$ cat src/rtl/alu_issue.sv
// Request sequencer for the integer ALU: queues tagged requests, issues them one at a
// time over the I_en/O_busy handshake, bounds busy time, and returns results downstream.
module alu_issue #(
    parameter int DEPTH   = 4,
    parameter int TAG_W   = 4,
    parameter int TIMEOUT = 64
) (
    input  logic             I_clk,
    input  logic             I_reset,
    input  logic             I_req_valid,
    output logic             O_req_ready,
    input  logic [4:0]       I_req_op,
    input  logic [31:0]      I_req_a,
    input  logic [31:0]      I_req_b,
    input  logic [TAG_W-1:0] I_req_tag,
    output logic             O_alu_en,
    output logic [4:0]       O_alu_op,
    output logic [31:0]      O_alu_s1,
    output logic [31:0]      O_alu_s2,
    output logic             O_alu_kill,
    input  logic             I_alu_busy,
    input  logic [31:0]      I_alu_data,
    input  logic             I_alu_lt,
    input  logic             I_alu_ltu,
    input  logic             I_alu_eq,
    output logic             O_rsp_valid,
    input  logic             I_rsp_ready,
    output logic [31:0]      O_rsp_data,
    output logic [TAG_W-1:0] O_rsp_tag,
    output logic             O_rsp_lt,
    output logic             O_rsp_ltu,
    output logic             O_rsp_eq,
    output logic             O_rsp_err,
    output logic             O_idle
);
    localparam int PTR_W = (DEPTH > 1) ? $clog2(DEPTH) : 1;
    localparam int CNT_W = PTR_W + 1;
    localparam int TO_W  = $clog2(TIMEOUT + 1);

    typedef enum logic [1:0] {S_IDLE, S_ISSUE, S_WAIT, S_RESP} state_t;
    state_t state, next_state;

    logic [4:0]       op_mem  [DEPTH];
    logic [31:0]      a_mem   [DEPTH];
    logic [31:0]      b_mem   [DEPTH];
    logic [TAG_W-1:0] tag_mem [DEPTH];

    logic [PTR_W-1:0] wr_ptr, rd_ptr;
    logic [CNT_W-1:0] count;
    logic             full, empty, push, pop, timeout;
    logic [TO_W-1:0]  busy_cnt;

    logic [4:0]       hold_op;
    logic [31:0]      hold_a, hold_b, rsp_data;
    logic [TAG_W-1:0] hold_tag;
    logic             rsp_lt, rsp_ltu, rsp_eq, rsp_err, kill_q;

    assign full  = (count == CNT_W'(DEPTH));
    assign empty = (count == '0);
    assign push  = I_req_valid && !full;
    assign pop   = (state == S_IDLE) && !empty;

    always_ff @(posedge I_clk) begin
        if (push) begin
            op_mem[wr_ptr]  <= I_req_op;
            a_mem[wr_ptr]   <= I_req_a;
            b_mem[wr_ptr]   <= I_req_b;
            tag_mem[wr_ptr] <= I_req_tag;
        end
    end

    // DEPTH is a power of two, so the pointers wrap naturally at their width.
    always_ff @(posedge I_clk or posedge I_reset) begin
        if (I_reset) begin
            wr_ptr <= '0;
            rd_ptr <= '0;
            count  <= '0;
        end else begin
            if (push) wr_ptr <= wr_ptr + PTR_W'(1);
            if (pop)  rd_ptr <= rd_ptr + PTR_W'(1);
            case ({push, pop})
                2'b10:   count <= count + CNT_W'(1);
                2'b01:   count <= count - CNT_W'(1);
                default: ;
            endcase
        end
    end

    always_ff @(posedge I_clk or posedge I_reset) begin
        if (I_reset) state <= S_IDLE;
        else         state <= next_state;
    end

    always_comb begin
        next_state = state;
        timeout    = 1'b0;
        case (state)
            S_IDLE:  if (!empty) next_state = S_ISSUE;
            S_ISSUE: next_state = S_WAIT;
            S_WAIT: begin
                if (!I_alu_busy) begin
                    next_state = S_RESP;
                end else if (busy_cnt == TO_W'(TIMEOUT - 1)) begin
                    timeout    = 1'b1;
                    next_state = S_RESP;
                end
            end
            S_RESP:  if (I_rsp_ready) next_state = S_IDLE;
            default: next_state = S_IDLE;
        endcase
    end

    // Hold registers change only on a pop, keeping ALU operands steady until the response drains.
    always_ff @(posedge I_clk or posedge I_reset) begin
        if (I_reset) begin
            hold_op  <= '0;
            hold_a   <= '0;
            hold_b   <= '0;
            hold_tag <= '0;
            rsp_data <= '0;
            rsp_lt   <= 1'b0;
            rsp_ltu  <= 1'b0;
            rsp_eq   <= 1'b0;
            rsp_err  <= 1'b0;
            busy_cnt <= '0;
            kill_q   <= 1'b0;
        end else begin
            kill_q <= timeout;
            case (state)
                S_IDLE: begin
                    if (pop) begin
                        hold_op  <= op_mem[rd_ptr];
                        hold_a   <= a_mem[rd_ptr];
                        hold_b   <= b_mem[rd_ptr];
                        hold_tag <= tag_mem[rd_ptr];
                    end
                end
                S_ISSUE: busy_cnt <= '0;
                S_WAIT: begin
                    if (!I_alu_busy) begin
                        rsp_data <= I_alu_data;
                        rsp_lt   <= I_alu_lt;
                        rsp_ltu  <= I_alu_ltu;
                        rsp_eq   <= I_alu_eq;
                        rsp_err  <= 1'b0;
                    end else if (timeout) begin
                        rsp_data <= '0;
                        rsp_lt   <= 1'b0;
                        rsp_ltu  <= 1'b0;
                        rsp_eq   <= 1'b0;
                        rsp_err  <= 1'b1;
                    end else begin
                        busy_cnt <= busy_cnt + TO_W'(1);
                    end
                end
                default: ;
            endcase
        end
    end

    assign O_req_ready = !full;
    assign O_alu_en    = (state == S_ISSUE);
    assign O_alu_op    = hold_op;
    assign O_alu_s1    = hold_a;
    assign O_alu_s2    = hold_b;
    assign O_alu_kill  = kill_q;
    assign O_rsp_valid = (state == S_RESP);
    assign O_rsp_data  = rsp_data;
    assign O_rsp_tag   = hold_tag;
    assign O_rsp_lt    = rsp_lt;
    assign O_rsp_ltu   = rsp_ltu;
    assign O_rsp_eq    = rsp_eq;
    assign O_rsp_err   = rsp_err;
    assign O_idle      = empty && (state == S_IDLE);

endmodule
$ cat config.mk
export PLATFORM = sky130hd
export DESIGN_NAME = alu_issue
export DESIGN_NICKNAME = d
export VERILOG_FILES = /design/src/rtl/alu_issue.sv
export SDC_FILE = /design/constraint.sdc
export NUM_CORES = 1
export LEC_CHECK = 0
export CORE_UTILIZATION = 40
export DETAILED_ROUTE_END_ITERATION = 6
export PLACE_DENSITY = 0.69
export SYNTH_ARGS = -nofsm -noshare
export SYNTH_HDL_FRONTEND = slang
export SYNTH_SLANG_ARGS = --single-unit
$ cat constraint.sdc
create_clock -name I_clk -period 8.2 [get_ports I_clk]
set_clock_uncertainty 0.15 [all_clocks]
set_input_delay 2.46 -clock I_clk [delete_from_list [all_inputs] [get_ports I_clk]]
set_output_delay 2.46 -clock I_clk [all_outputs]
set_load 0.1 [all_outputs]
==> flow_metrics.py <==
metrics = {
    "die": {
        "initial_core_util_pct": 40.52,
        "dieArea_um2": 39850,
        "ios": 227,
        "die_y_um": 199.6,
        "core_um2": 38560,
        "die_w_um": 199.6,
        "rows": 72,
    },
    "clocking": {
        "clkSlewWorstSetupHoldPaths_ps": 60,
        "htreeDepth": 2,
        "cts_tree": "built",
        "postCtsHoldBufs": 0,
        "clock_path_buffers": 3,
        "cts_sinks": 418,
        "cts_root_buf": "clkbuf_16",
        "clk-insertion-delay-late_ps": 550,
        "ctsResizeCount": 0,
        "post_cts_buffers": 0,
        "numCtsBuffers": 44,
    },
    "cells_and_area": {
        "final_util_pct": 51.56,
        "final_cell_mix": "292 x edfxtp_1, 226 x clkdlybuf4s50_1, 124 x dfrtp_1",
        "final_cell_area_um2": 19880,
        "final_common_cell": "edfxtp_1",
        "area_growth_pct": 27.25,
        "fillCellCount": 3129,
        "drive_gt1_share_pct": 22.30,
        "finalNetCount": 1088,
    },
    "global_route": {
        "grt_util_all_layers_pct": 15.69,
        "antenna_found_initial": 4,
        "grt_pass1_wl_um": 46840,
        "grt_pass1_vias": 8081,
        "grt_overflow": 0,
        "grt_max_degree": 78,
    },
    "yosys": {
        "synth.distinct_cells": 47,
        "synth_warnings": 0,
        "synthesis.nets": 840,
        "synth_edf_count": 292,
        "ys.flop_type": "edfxtp_1",
        "syn_area_per_cell_um2": 21.82,
        "synth_seq_cells": 418,
        "syn_area_um2": 15620,
        "async_flop_share_pct": 30.14,
        "ys_seq_area_share_pct": 76.31,
        "synthCells": 716,
    },
    "timing": {
        "fin_crit_sh_pct": 63.13,
        "fin_ws_ps": 3023,
        "slew_headroom_pct": 24.04,
        "finalSetupViolCount": 0,
        "finalCriticalPeriod_ps": 5177,
        "rsz0062_at_grt": "no",
        "tightest_slew_ps": 1139,
        "hold_violations": 0,
        "drv_slew": 0,
        "fmax_mhz": 193.2,
        "timing.setup.tns_ps": 0,
    },
    "detailed_routing": {
        "dr_total_vias": 7552,
        "viasPerCell": 4.965,
        "ant_nets": 0,
        "drc": 0,
        "drtIter0Drc": 377,
        "post_drt_wl_per_cell_um": 20.31,
        "routed_wl_um": 30890,
        "firstDrtPassIters": 6,
    },
    "critical_path": {
        "cp-end-kind": "primary output",
        "ff2ff_setup_slack_ps": 5290,
        "crit_required_ps": 5590,
        "worstSetupPathType": "register to primary output",
        "crit_fanout": 4,
        "startpoint_type": "register",
        "timing.rr.end": "O_alu_s1[26]$_DFFE_PP0P_",
        "rr_worst_depth": 3,
        "endpoint": "O_idle",
        "r2r-start": "rd_ptr[0]$_DFFE_PP0P_",
        "arrival_ps": 2570,
        "startpoint": "state[0]$_DFFE_PP0P_",
    },
    "place": {
        "placed_cell_area_um2": 18430,
        "hpwlAfterDp_um": 18730,
        "gp_congestion": 0.6974,
        "port_buffers": 226,
        "post-place-ws_ps": 3383,
    },
    "worst_hold_path": {
        "hp-class": "register to register",
    },
    "flow_run": {
        "cap_violations": 0,
    },
    "outcome": {
        "status": "complete, no violations",
    },
}
-- worst max-delay path, cell delays in order, from the launching register on --
cell and delay [ps]:
dfrtp_1 420, inv_1 100, ha_1 230, and2_1 150, clkdlybuf4s50_1 1120
-- logic make-up (layout without fill, tap and decap cells) --
family / Yosys count / in the layout / synth area share, %
adder cells (fa/ha/maj): 11 / 11 / 0.9290
XOR/XNOR: 6 / 6 / 0.3364
other: 0 / 3 / 0
flip-flops: 418 / 418 / 76.31
AO/OA/AOI/OAI: 51 / 51 / 2.707
buffers and inverters: 45 / 329 / 1.634
multiplexers: 149 / 149 / 16.71
AND/OR/NAND/NOR: 36 / 36 / 1.370
-- sequential cells by signal, summed over array words and instances, names as in the netlist --
signal / count
O_alu_kill: 1
O_alu_op: 5
O_alu_s1: 32
O_alu_s2: 32
O_rsp_data: 32
O_rsp_eq: 1
O_rsp_err: 1
O_rsp_lt: 1
O_rsp_ltu: 1
O_rsp_tag: 4
a_mem: 128
b_mem: 128
busy_cnt: 7
count: 3
op_mem: 20
rd_ptr: 2
state: 2
tag_mem: 16
wr_ptr: 2
-- worst min path at each step --
stage / start / endpoint / slack [ps] / cells after the start
final: O_alu_s1[12]$_DFFE_PP0P_ / O_alu_s1[12]$_DFFE_PP0P_ / 340 / 1
after global routing: O_rsp_data[25]$_DFFE_PP0P_ / O_rsp_data[25]$_DFFE_PP0P_ / 360 / 1
after CTS: O_alu_s1[14]$_DFFE_PP0P_ / O_alu_s1[14]$_DFFE_PP0P_ / 350 / 1
after floorplan: count[2]$_DFFE_PP0P_ / count[2]$_DFFE_PP0P_ / 330 / 1
after global placement: O_alu_s1[14]$_DFFE_PP0P_ / O_alu_s1[14]$_DFFE_PP0P_ / 320 / 1
after detailed placement: O_alu_s1[12]$_DFFE_PP0P_ / O_alu_s1[12]$_DFFE_PP0P_ / 330 / 1
-- cell usage after synthesis (2+ instances only) --
library cell	n	area (um^2)
ha_1	10	125.1
xor2_1	2	17.52
clkbuf_1	11	41.29
inv_2	2	7.510
buf_6	7	78.83
mux2_4	30	450.4
inv_1	10	37.54
or4_1	2	15.01
nand3_1	8	40.04
a22o_1	35	306.5
and2_1	3	18.77
nand2_1	2	7.510
buf_4	6	45.04
mux2_1	12	135.1
nand2b_1	4	25.02
nor2_1	4	15.01
and3_1	5	31.28
xnor2_1	4	35.03
o211ai_1	2	15.01
edfxtp_1	292	8768
mux4_2	73	1644
buf_2	9	45.04
mux2_2	33	371.6
a21oi_1	2	10.01
dfrtp_1	126	3153
-- final cells by class --
cell class              instances  area, um^2  area share, %
flip-flops and latches        418       11930          60.01
clock inverters                14       185.2         0.9315
clock buffers                  68        1261          6.344
well taps                     518       648.1          3.260
repair buffers                235        2330          11.72
inverters                      12       52.55         0.2643
diodes                          3       7.507        0.03776
multi-input cells             253        3466          17.43
-- metrics by stage --
step / hold slack [ps] / std cells
floorplan: 332.4 / 716
global placement: 321.1 / 1436
detailed placement: 327.7 / 1436
CTS: 345.5 / 1518
global route: 355.7 / 1519
finish: 338.2 / 1521
-- routing by layer --
layer  global-route usage, %  wire length (um)  up-vias
li1                        -                 -     3391
met1                   20.01             13050     3881
met2                   25.77             14690      221
met3                   4.726              2370       57
met4                   4.806               761        2
met5                       0                13        -
Power is left out: the tool's default activity adds up to more than one toggle a clock period on the data nets, which glitch-free logic cannot reach.
